===== src/rtl/xnand_parity_rx.sv =====
// Serial frame receiver: start, DATA_W data bits (LSB first), parity, stop -> valid/ready word with PERR/FERR/OVR.
// Build option: define PARITY_ODD_EN for odd parity (XNOR-seeded accumulator); default is even parity.
module xnand_parity_rx #(
  parameter int DATA_W = 8
) (
  input  logic              CLK,
  input  logic              RST,
  input  logic              SIN,
  output logic [DATA_W-1:0] DOUT,
  output logic              DVALID,
  input  logic              DREADY,
  output logic              PERR,
  output logic              FERR,
  output logic              OVR
);

  localparam int CNT_W = (DATA_W > 1) ? $clog2(DATA_W) : 1;

`ifdef PARITY_ODD_EN
  // Seeding with 1 turns the XOR chain into XNOR, so p=0 already means "odd parity good".
  localparam logic ACC_SEED = 1'b1;
`else
  localparam logic ACC_SEED = 1'b0;
`endif

  typedef enum logic [1:0] {
    IDLE,
    DATA,
    PAR,
    STOP
  } state_t;

  state_t            state_reg;
  logic [CNT_W-1:0]  cnt_reg;
  logic              acc_reg;
  logic              par_err_reg;
  logic [DATA_W-1:0] shift_reg;
  logic [DATA_W-1:0] dout_reg;
  logic              dvalid_reg;
  logic              perr_reg;
  logic              ferr_reg;
  logic              ovr_reg;
  logic              slot_free;

  // The output slot can take a new frame if empty or being drained this very cycle.
  assign slot_free = !dvalid_reg || DREADY;

  always_ff @(posedge CLK) begin
    if (RST) begin
      state_reg   <= IDLE;
      cnt_reg     <= '0;
      acc_reg     <= 1'b0;
      par_err_reg <= 1'b0;
      shift_reg   <= '0;
      dout_reg    <= '0;
      dvalid_reg  <= 1'b0;
      perr_reg    <= 1'b0;
      ferr_reg    <= 1'b0;
      ovr_reg     <= 1'b0;
    end else begin
      if (dvalid_reg && DREADY) begin
        dvalid_reg <= 1'b0;
      end
      case (state_reg)
        IDLE: begin
          if (!SIN) begin
            state_reg <= DATA;
            cnt_reg   <= '0;
            acc_reg   <= ACC_SEED;
          end
        end
        DATA: begin
          shift_reg[cnt_reg] <= SIN;
          acc_reg            <= acc_reg ^ SIN;
          cnt_reg            <= cnt_reg + 1'b1;
          if (cnt_reg == CNT_W'(DATA_W - 1)) begin
            state_reg <= PAR;
          end
        end
        PAR: begin
          par_err_reg <= acc_reg ^ SIN;
          state_reg   <= STOP;
        end
        STOP: begin
          // A low stop bit only flags FERR; we always return to IDLE rather than treat it as a start.
          if (slot_free) begin
            dout_reg   <= shift_reg;
            perr_reg   <= par_err_reg;
            ferr_reg   <= ~SIN;
            dvalid_reg <= 1'b1;
          end else begin
            ovr_reg <= 1'b1;
          end
          state_reg <= IDLE;
        end
        default: state_reg <= IDLE;
      endcase
    end
  end

  assign DOUT   = dout_reg;
  assign DVALID = dvalid_reg;
  assign PERR   = perr_reg;
  assign FERR   = ferr_reg;
  assign OVR    = ovr_reg;

endmodule


===== config.mk =====
export PLATFORM = sky130hd
export DESIGN_NAME = xnand_parity_rx
export DESIGN_NICKNAME = d
export VERILOG_FILES = /design/src/rtl/xnand_parity_rx.sv
export SDC_FILE = /design/constraint.sdc
export NUM_CORES = 1
export LEC_CHECK = 0
export BUFFER_PORTS_ARGS = -buffer_cell sky130_fd_sc_hd__buf_2
export CAP_MARGIN = 20
export CELL_PAD_IN_SITES_DETAIL_PLACEMENT = 0
export CELL_PAD_IN_SITES_GLOBAL_PLACEMENT = 1
export CORE_UTILIZATION = 45
export DETAILED_ROUTE_END_ITERATION = 16
export MAX_ROUTING_LAYER = met4
export PLACE_DENSITY = 0.85
export SYNTH_ARGS = -nofsm -noshare
export SYNTH_HDL_FRONTEND = slang
export SYNTH_SLANG_ARGS = --single-unit

===== constraint.sdc =====
create_clock -name CLK -period 4.09 [get_ports CLK]
set_clock_uncertainty 0.2 [all_clocks]
set_input_delay 0 -clock CLK [delete_from_list [all_inputs] [get_ports CLK]]
set_output_delay 0 -clock CLK [all_outputs]
set_load 0.01 [all_outputs]

==> results.py, run 1 <==
metrics = {
    "place": {
        "place_hpwl_um": 1486,
        "portBuffers": 15,
        "placed_area_sq_um": 1279,
        "gp_congestion": 0.7148,
        "placed_cells": 168,
    },
    "synth": {
        "yosys.area.top_type_share_pct": 44.31,
        "syn_avg_cell_area_sq_um": 9.172,
        "synth_area_sq_um": 1220,
        "synth_flop_cell": "dfxtp_1",
        "synth_edf_count": 0,
        "yosys_warnings": 0,
        "synth_area_leader_cell": "dfxtp_1",
        "synth.area.top_cells": "dfxtp_1 (44%), a21oi_1 (7.4%), mux2i_1 (6.6%)",
        "yosys-top-cells-count": "dfxtp_1 (27), a21oi_1 (18), nand3_1 (13), o21ai_0 (13), nor2_1 (12)",
        "async_reset_ff_share_pct": 0,
        "syn-instance-count": 133,
        "yosysSeqAreaShare_pct": 44.31,
        "synth.most_common_cell": "dfxtp_1",
        "synth_nets": 143,
        "ys_seq_elements": 27,
        "synth.distinct_cells": 30,
    },
    "setup_path": {
        "cp_num_buf_inv": 2,
        "cpLargestDelayFamily": "buffers and inverters",
        "worst_setup_path_start_kind": "register",
        "slowest_delay_ns": 0.57,
        "cp-end-kind": "register",
        "cp.required_ns": 4.12,
        "r2r-start": "state_reg[1]$_SDFFE_PP0P_",
        "cp.depth": 6,
        "path_cells": "inv_1, ha_1, nand4b_1, mux2i_1, nor2_1, dlygate4sd3_1",
        "crit_type": "register to register",
        "worstPathArrival_ns": 2.21,
        "cp-startpoint": "state_reg[1]$_SDFFE_PP0P_",
        "critical_path.slowest_cell": "dlygate4sd3_1",
        "r2r_cells": 6,
        "path_max_fanout": 16,
    },
    "sta": {
        "slew-limit-headroom_pct": 57.33,
        "worst_pin_slew_ns": 0.6388,
        "setup_viol": 0,
        "fin_crit_sh_pct": 53.27,
        "clock.fmax_ghz": 0.4589,
        "tns_ns": 0,
        "period_minus_slack_ns": 2.179,
        "hold_violations": 0,
        "rsz0062_at_grt": "false",
        "drv_slew": 0,
    },
    "min_path": {
        "hp-start": "shift_reg[5]$_SDFFE_PP0P_",
        "min-delay-path-class": "register to register",
        "min_path_cells": 2,
    },
    "layout": {
        "area_growth_pct": 10.26,
        "design_area_sq_um": 1345,
        "fin_nets": 157,
        "final_core_util_pct": 53.32,
        "drive_gt1_share_pct": 17.81,
        "antenna_cells": 0,
        "final_cells": 176,
    },
    "floorplanning": {
        "initial_core_util_pct": 48.36,
        "coreArea_sq_um": 2522,
        "rows": 18,
        "io_pins": 16,
        "die_x_um": 54.07,
        "dieHeight_um": 54.07,
        "die_area_sq_um": 2923,
    },
    "clock_tree": {
        "clk_pin_slew_ns": 0.14,
        "clkSinkCount": 27,
        "htree_levels": 1,
        "cts_tree": "done",
        "cts_buffers": 3,
        "postCtsSetupBuffers": 0,
        "insertion_delay_ns": 0.32,
        "cts_root_buffer": "clkbuf_4",
        "cts_buffer_depth": 2,
    },
    "route": {
        "drtPass1Iterations": 4,
        "first_iter_violations": 16,
        "ant_nets": 0,
        "drc": 0,
        "avgViaCountPerCell": 5.494,
        "avgRoutedWirePerCell_um": 12.45,
        "routed_wl_um": 2191,
        "vias": 967,
    },
    "grt": {
        "antenna_found_initial": 0,
        "grt_max_degree": 28,
        "grt.overflow.total": 0,
        "grt_first_pass_wirelength_um": 3684,
        "grt_pass1_vias": 842,
        "grtUsageTotal_pct": 18.11,
    },
    "run": {
        "cap_viol_max_count": 0,
    },
    "pwr": {
        "power.density_nw_per_um2": 435.5,
        "total_leakage_power_nw": 0.5409,
        "finalPower_mw": 0.5858,
        "peakVddDrop_uv": 249.7,
    },
    "run_status": {
        "outcome": "finished clean",
    },
}
-- through the flow --
step           setup slack [ns]  hold slack, ns
2_1_floorplan             2.638         0.05346
3_3_place_gp              2.385          0.2105
3_5_place_dp              2.276          0.2124
4_1_cts                   1.891          0.2798
5_1_grt                   1.713          0.2955
6_report                  1.911          0.2745
-- cell families after synthesis --
family	Yosys count	synth area share, %
simple gates	40	19.80
xor+xnor	1	0.7181
flops	27	44.31
compound gates	36	16.51
buf+inv	15	5.948
mux	8	6.564
fa+ha+maj	6	6.154
-- cell type report --
| type | instances | area (sq um) |
|---|---|---|
| multi-input cells | 91 | 606.8 |
| fillers | 256 | 1177 |
| repair buffers | 19 | 115.1 |
| flip-flops and latches | 27 | 540.5 |
| clock buffers | 4 | 26.28 |
| inverters | 5 | 18.77 |
| well taps | 30 | 37.54 |
-- layer usage --
metal | wire [um] | up-vias | global-route usage, %
li1 | - | 498 | -
met1 | 1045 | 452 | 20.41
met2 | 1045 | 13 | 31.07
met3 | 77 | 4 | 5.085
met4 | 23 | 0 | 5.128
met5 | 0 | - | -
-- layout by cell type (no fill, tap or decap), types with 2 or more instances in the layout --
cell type,Yosys,layout
inv_1,4,4
buf_2,3,15
nor2_1,12,12
dlygate4sd3_1,0,4
o21ai_0,13,13
a21oi_1,18,18
and4bb_2,3,3
clkbuf_4,0,3
a211oi_1,2,2
nand3_1,13,13
mux2i_1,8,8
nand2b_1,2,2
nand4b_1,3,3
dfxtp_1,27,27
ha_1,6,6
-- where the power goes --
part | leakage [nW] | internal [mW] | switching [mW]
clock network | 0.0150 | 0.0382 | 0.0754
registers | 0.218 | 0.285 | 0.0239
logic | 0.308 | 0.0615 | 0.101
-- path summary, 6_finish.rpt --
check,end,slack (ns)
max,shift_reg[5]$_SDFFE_PP0P_,1.91
min,DOUT[5]$_SDFFE_PP0P_,0.27
max reg2reg,shift_reg[5]$_SDFFE_PP0P_,1.91
min reg2reg,DOUT[5]$_SDFFE_PP0P_,0.27
-- what timing repair did --
| action | CTS | global route |
|---|---|---|
| hold endpoints to repair | 27 | 0 |
| setup endpoints to repair | 0 | 0 |
| gates resized for setup | 0 | 0 |
| hold buffers | 4 | 0 |
-- tightest hold or removal path, stage by stage, from the launching register on --
cell	delay [ns]
dfxtp_1	0.34
nand3_1	0.06
a21oi_1	0.05
No activity file was read; power rests on OpenSTA's default activity.
==> run 2, diff against run 1 <==
--- a/config.mk
+++ b/config.mk
@@ -9,10 +9,10 @@
 export CAP_MARGIN = 20
 export CELL_PAD_IN_SITES_DETAIL_PLACEMENT = 0
 export CELL_PAD_IN_SITES_GLOBAL_PLACEMENT = 1
-export CORE_UTILIZATION = 45
+export CORE_UTILIZATION = 38
 export DETAILED_ROUTE_END_ITERATION = 16
 export MAX_ROUTING_LAYER = met4
-export PLACE_DENSITY = 0.85
+export PLACE_DENSITY = 0.77
 export SYNTH_ARGS = -nofsm -noshare
 export SYNTH_HDL_FRONTEND = slang
 export SYNTH_SLANG_ARGS = --single-unit
==> constraint.sdc (replaced) <==
create_clock -name CLK -period 2 [get_ports CLK]
set_clock_uncertainty 0.2 [all_clocks]
set_input_delay 0 -clock CLK [delete_from_list [all_inputs] [get_ports CLK]]
set_output_delay 0 -clock CLK [all_outputs]
set_load 0.01 [all_outputs]
==> run 2 against run 1 <==
Compared with the run above:
- global-route usage shrank 4.0 points
- core utilization shrank 8.7 points
- cell count grew 8.0%
- non-clock buffer count is the same
- largest cell class unchanged
- highest routed layer unchanged
- sequential power grew 100%
- routed wire length grew 2.4%
- sequential cell count is the same
- worst setup slack lost 1.6 ns
- die area grew 18%
- sequential share of layout area shrank 0.52 points
- first-iteration DRC count grew to 3.6 times the previous value
==> results.py, run 2 (synthesis gave the netlist of run 1 again) <==
metrics = {
    "pwr": {
        "finalPower_mw": 1.201,
        "total_leakage_power_nw": 0.5382,
        "power.density_nw_per_um2": 881.2,
        "peakVddDrop_uv": 364.1,
    },
    "grt": {
        "grt_pass1_vias": 823,
        "grt_max_degree": 28,
        "grtUsageTotal_pct": 14.15,
        "antenna_found_initial": 0,
        "grt_first_pass_wirelength_um": 3629,
        "grt.overflow.total": 0,
    },
    "clock_tree": {
        "cts_root_buffer": "clkbuf_4",
        "cts_buffers": 3,
        "clk_pin_slew_ns": 0.14,
        "cts_tree": "done",
        "htree_levels": 1,
        "clkSinkCount": 27,
        "insertion_delay_ns": 0.32,
        "cts_buffer_depth": 2,
    },
    "floorplanning": {
        "die_area_sq_um": 3441,
        "dieHeight_um": 58.66,
        "coreArea_sq_um": 3053,
        "rows": 20,
        "die_x_um": 58.66,
        "initial_core_util_pct": 39.96,
        "io_pins": 16,
    },
    "route": {
        "drtPass1Iterations": 4,
        "first_iter_violations": 57,
        "vias": 963,
        "routed_wl_um": 2244,
        "avgRoutedWirePerCell_um": 11.81,
        "drc": 0,
        "avgViaCountPerCell": 5.068,
        "ant_nets": 0,
    },
    "sta": {
        "finalWorstSetupSlack_ns": 0.3262,
        "worst_pin_slew_ns": 0.6428,
        "fin_crit_sh_pct": 83.69,
        "drv_slew": 0,
        "hold_violations": 0,
        "period_minus_slack_ns": 1.674,
        "rsz0062_at_grt": "false",
        "slew-limit-headroom_pct": 57.06,
        "clock.fmax_ghz": 0.5974,
        "holdWs_ns": 0.2787,
        "setup_viol": 0,
        "tns_ns": 0,
    },
    "min_path": {
        "min-delay-path-class": "register to register",
    },
    "setup_path": {
        "critical_path.slowest_cell": "dfxtp_1",
        "path_cells": "inv_1, ha_2, nor4b_2, mux2i_1, nor2_1",
        "crit_type": "register to register",
        "cpLargestDelayFamily": "flip-flops",
        "worstPathArrival_ns": 1.69,
        "slowest_delay_ns": 0.35,
        "path_max_fanout": 16,
        "worst_setup_path_start_kind": "register",
        "cp.required_ns": 2.02,
        "cp_num_buf_inv": 1,
        "cp-end-kind": "register",
    },
    "place": {
        "place_hpwl_um": 1571,
        "place_ws_ns": 0.2061,
        "placed_area_sq_um": 1304,
        "gp_congestion": 0.6693,
        "portBuffers": 15,
    },
    "layout": {
        "design_area_sq_um": 1363,
        "drive_gt1_share_pct": 19.18,
        "seq_area_sq_um": 540.5,
        "area_growth_pct": 11.69,
        "final_cell_mix": "dfxtp_1 (27), a21oi_1 (18), buf_2 (15)",
        "antenna_cells": 0,
        "layout_commonest_cell": "dfxtp_1",
        "multi_input_area_sq_um": 609.3,
        "fin_nets": 157,
        "fillers": 320,
    },
    "run_status": {
        "outcome": "finished clean",
    },
    "run": {
        "cap_viol_max_count": 0,
    },
}
[run 2: cell count changes in the layout (fill, tap and decap cells not counted), sizes merged]
| cell | change |
|---|---|
| dlygate4sd3 | -1 |
| buf | +1 |
[run 2: repair_timing]
item | CTS | global route
hold endpoints to repair | 27 | 0
setup endpoints to repair | 0 | 1
gates resized for setup | 0 | 1
buffers inserted | 0 | 0
hold buffers | 3 | 0
[run 2: where the power goes]
part,internal [mW],switching (mW)
clock,0.0780,0.150
sequential,0.584,0.0491
combinational,0.132,0.208
total,0.794,0.407
[run 2: layout make-up]
type                       instances  share of cell area [%]
clock buffer                       4                   1.928
inverter                           5                   1.377
multi-input combinational         91                   44.72
sequential                        27                   39.67
tap                               44                   4.040
timing repair buffer              19                   8.264
[run 2: path summary, 6_finish.rpt]
path                                   from                   endpoint  slack (ns)  cells past startpoint
setup reg to reg  state_reg[1]$_SDFFE_PP0P_  shift_reg[0]$_SDFFE_PP0P_        0.33                      5
hold reg to reg   shift_reg[6]$_SDFFE_PP0P_       DOUT[6]$_SDFFE_PP0P_        0.28                      2
setup / recovery  state_reg[1]$_SDFFE_PP0P_  shift_reg[0]$_SDFFE_PP0P_        0.33                      5
hold / removal    shift_reg[6]$_SDFFE_PP0P_       DOUT[6]$_SDFFE_PP0P_        0.28                      2
[run 2: routing by layer]
| metal | up-vias | GRT usage, % | wire length (um) |
|---|---|---|---|
| met4 | 0 | 3.061 | 8 |
| met5 | - | - | 0 |
| met3 | 2 | 3.956 | 67 |
| met2 | 11 | 22.00 | 1042 |
| met1 | 455 | 18.39 | 1125 |
| li1 | 495 | - | - |
[run 2: worst min-delay path, stage by stage, from the launching register on]
cell and delay [ns]:
dfxtp_1 0.33, nand3_1 0.06, a21oi_1 0.05
[run 2: stage by stage]
step	std cells	utilization, %
6_report	190	44.63
5_1_grt	190	44.63
4_1_cts	190	44.55
3_5_place_dp	183	42.70
3_3_place_gp	183	42.70
2_1_floorplan	133	-
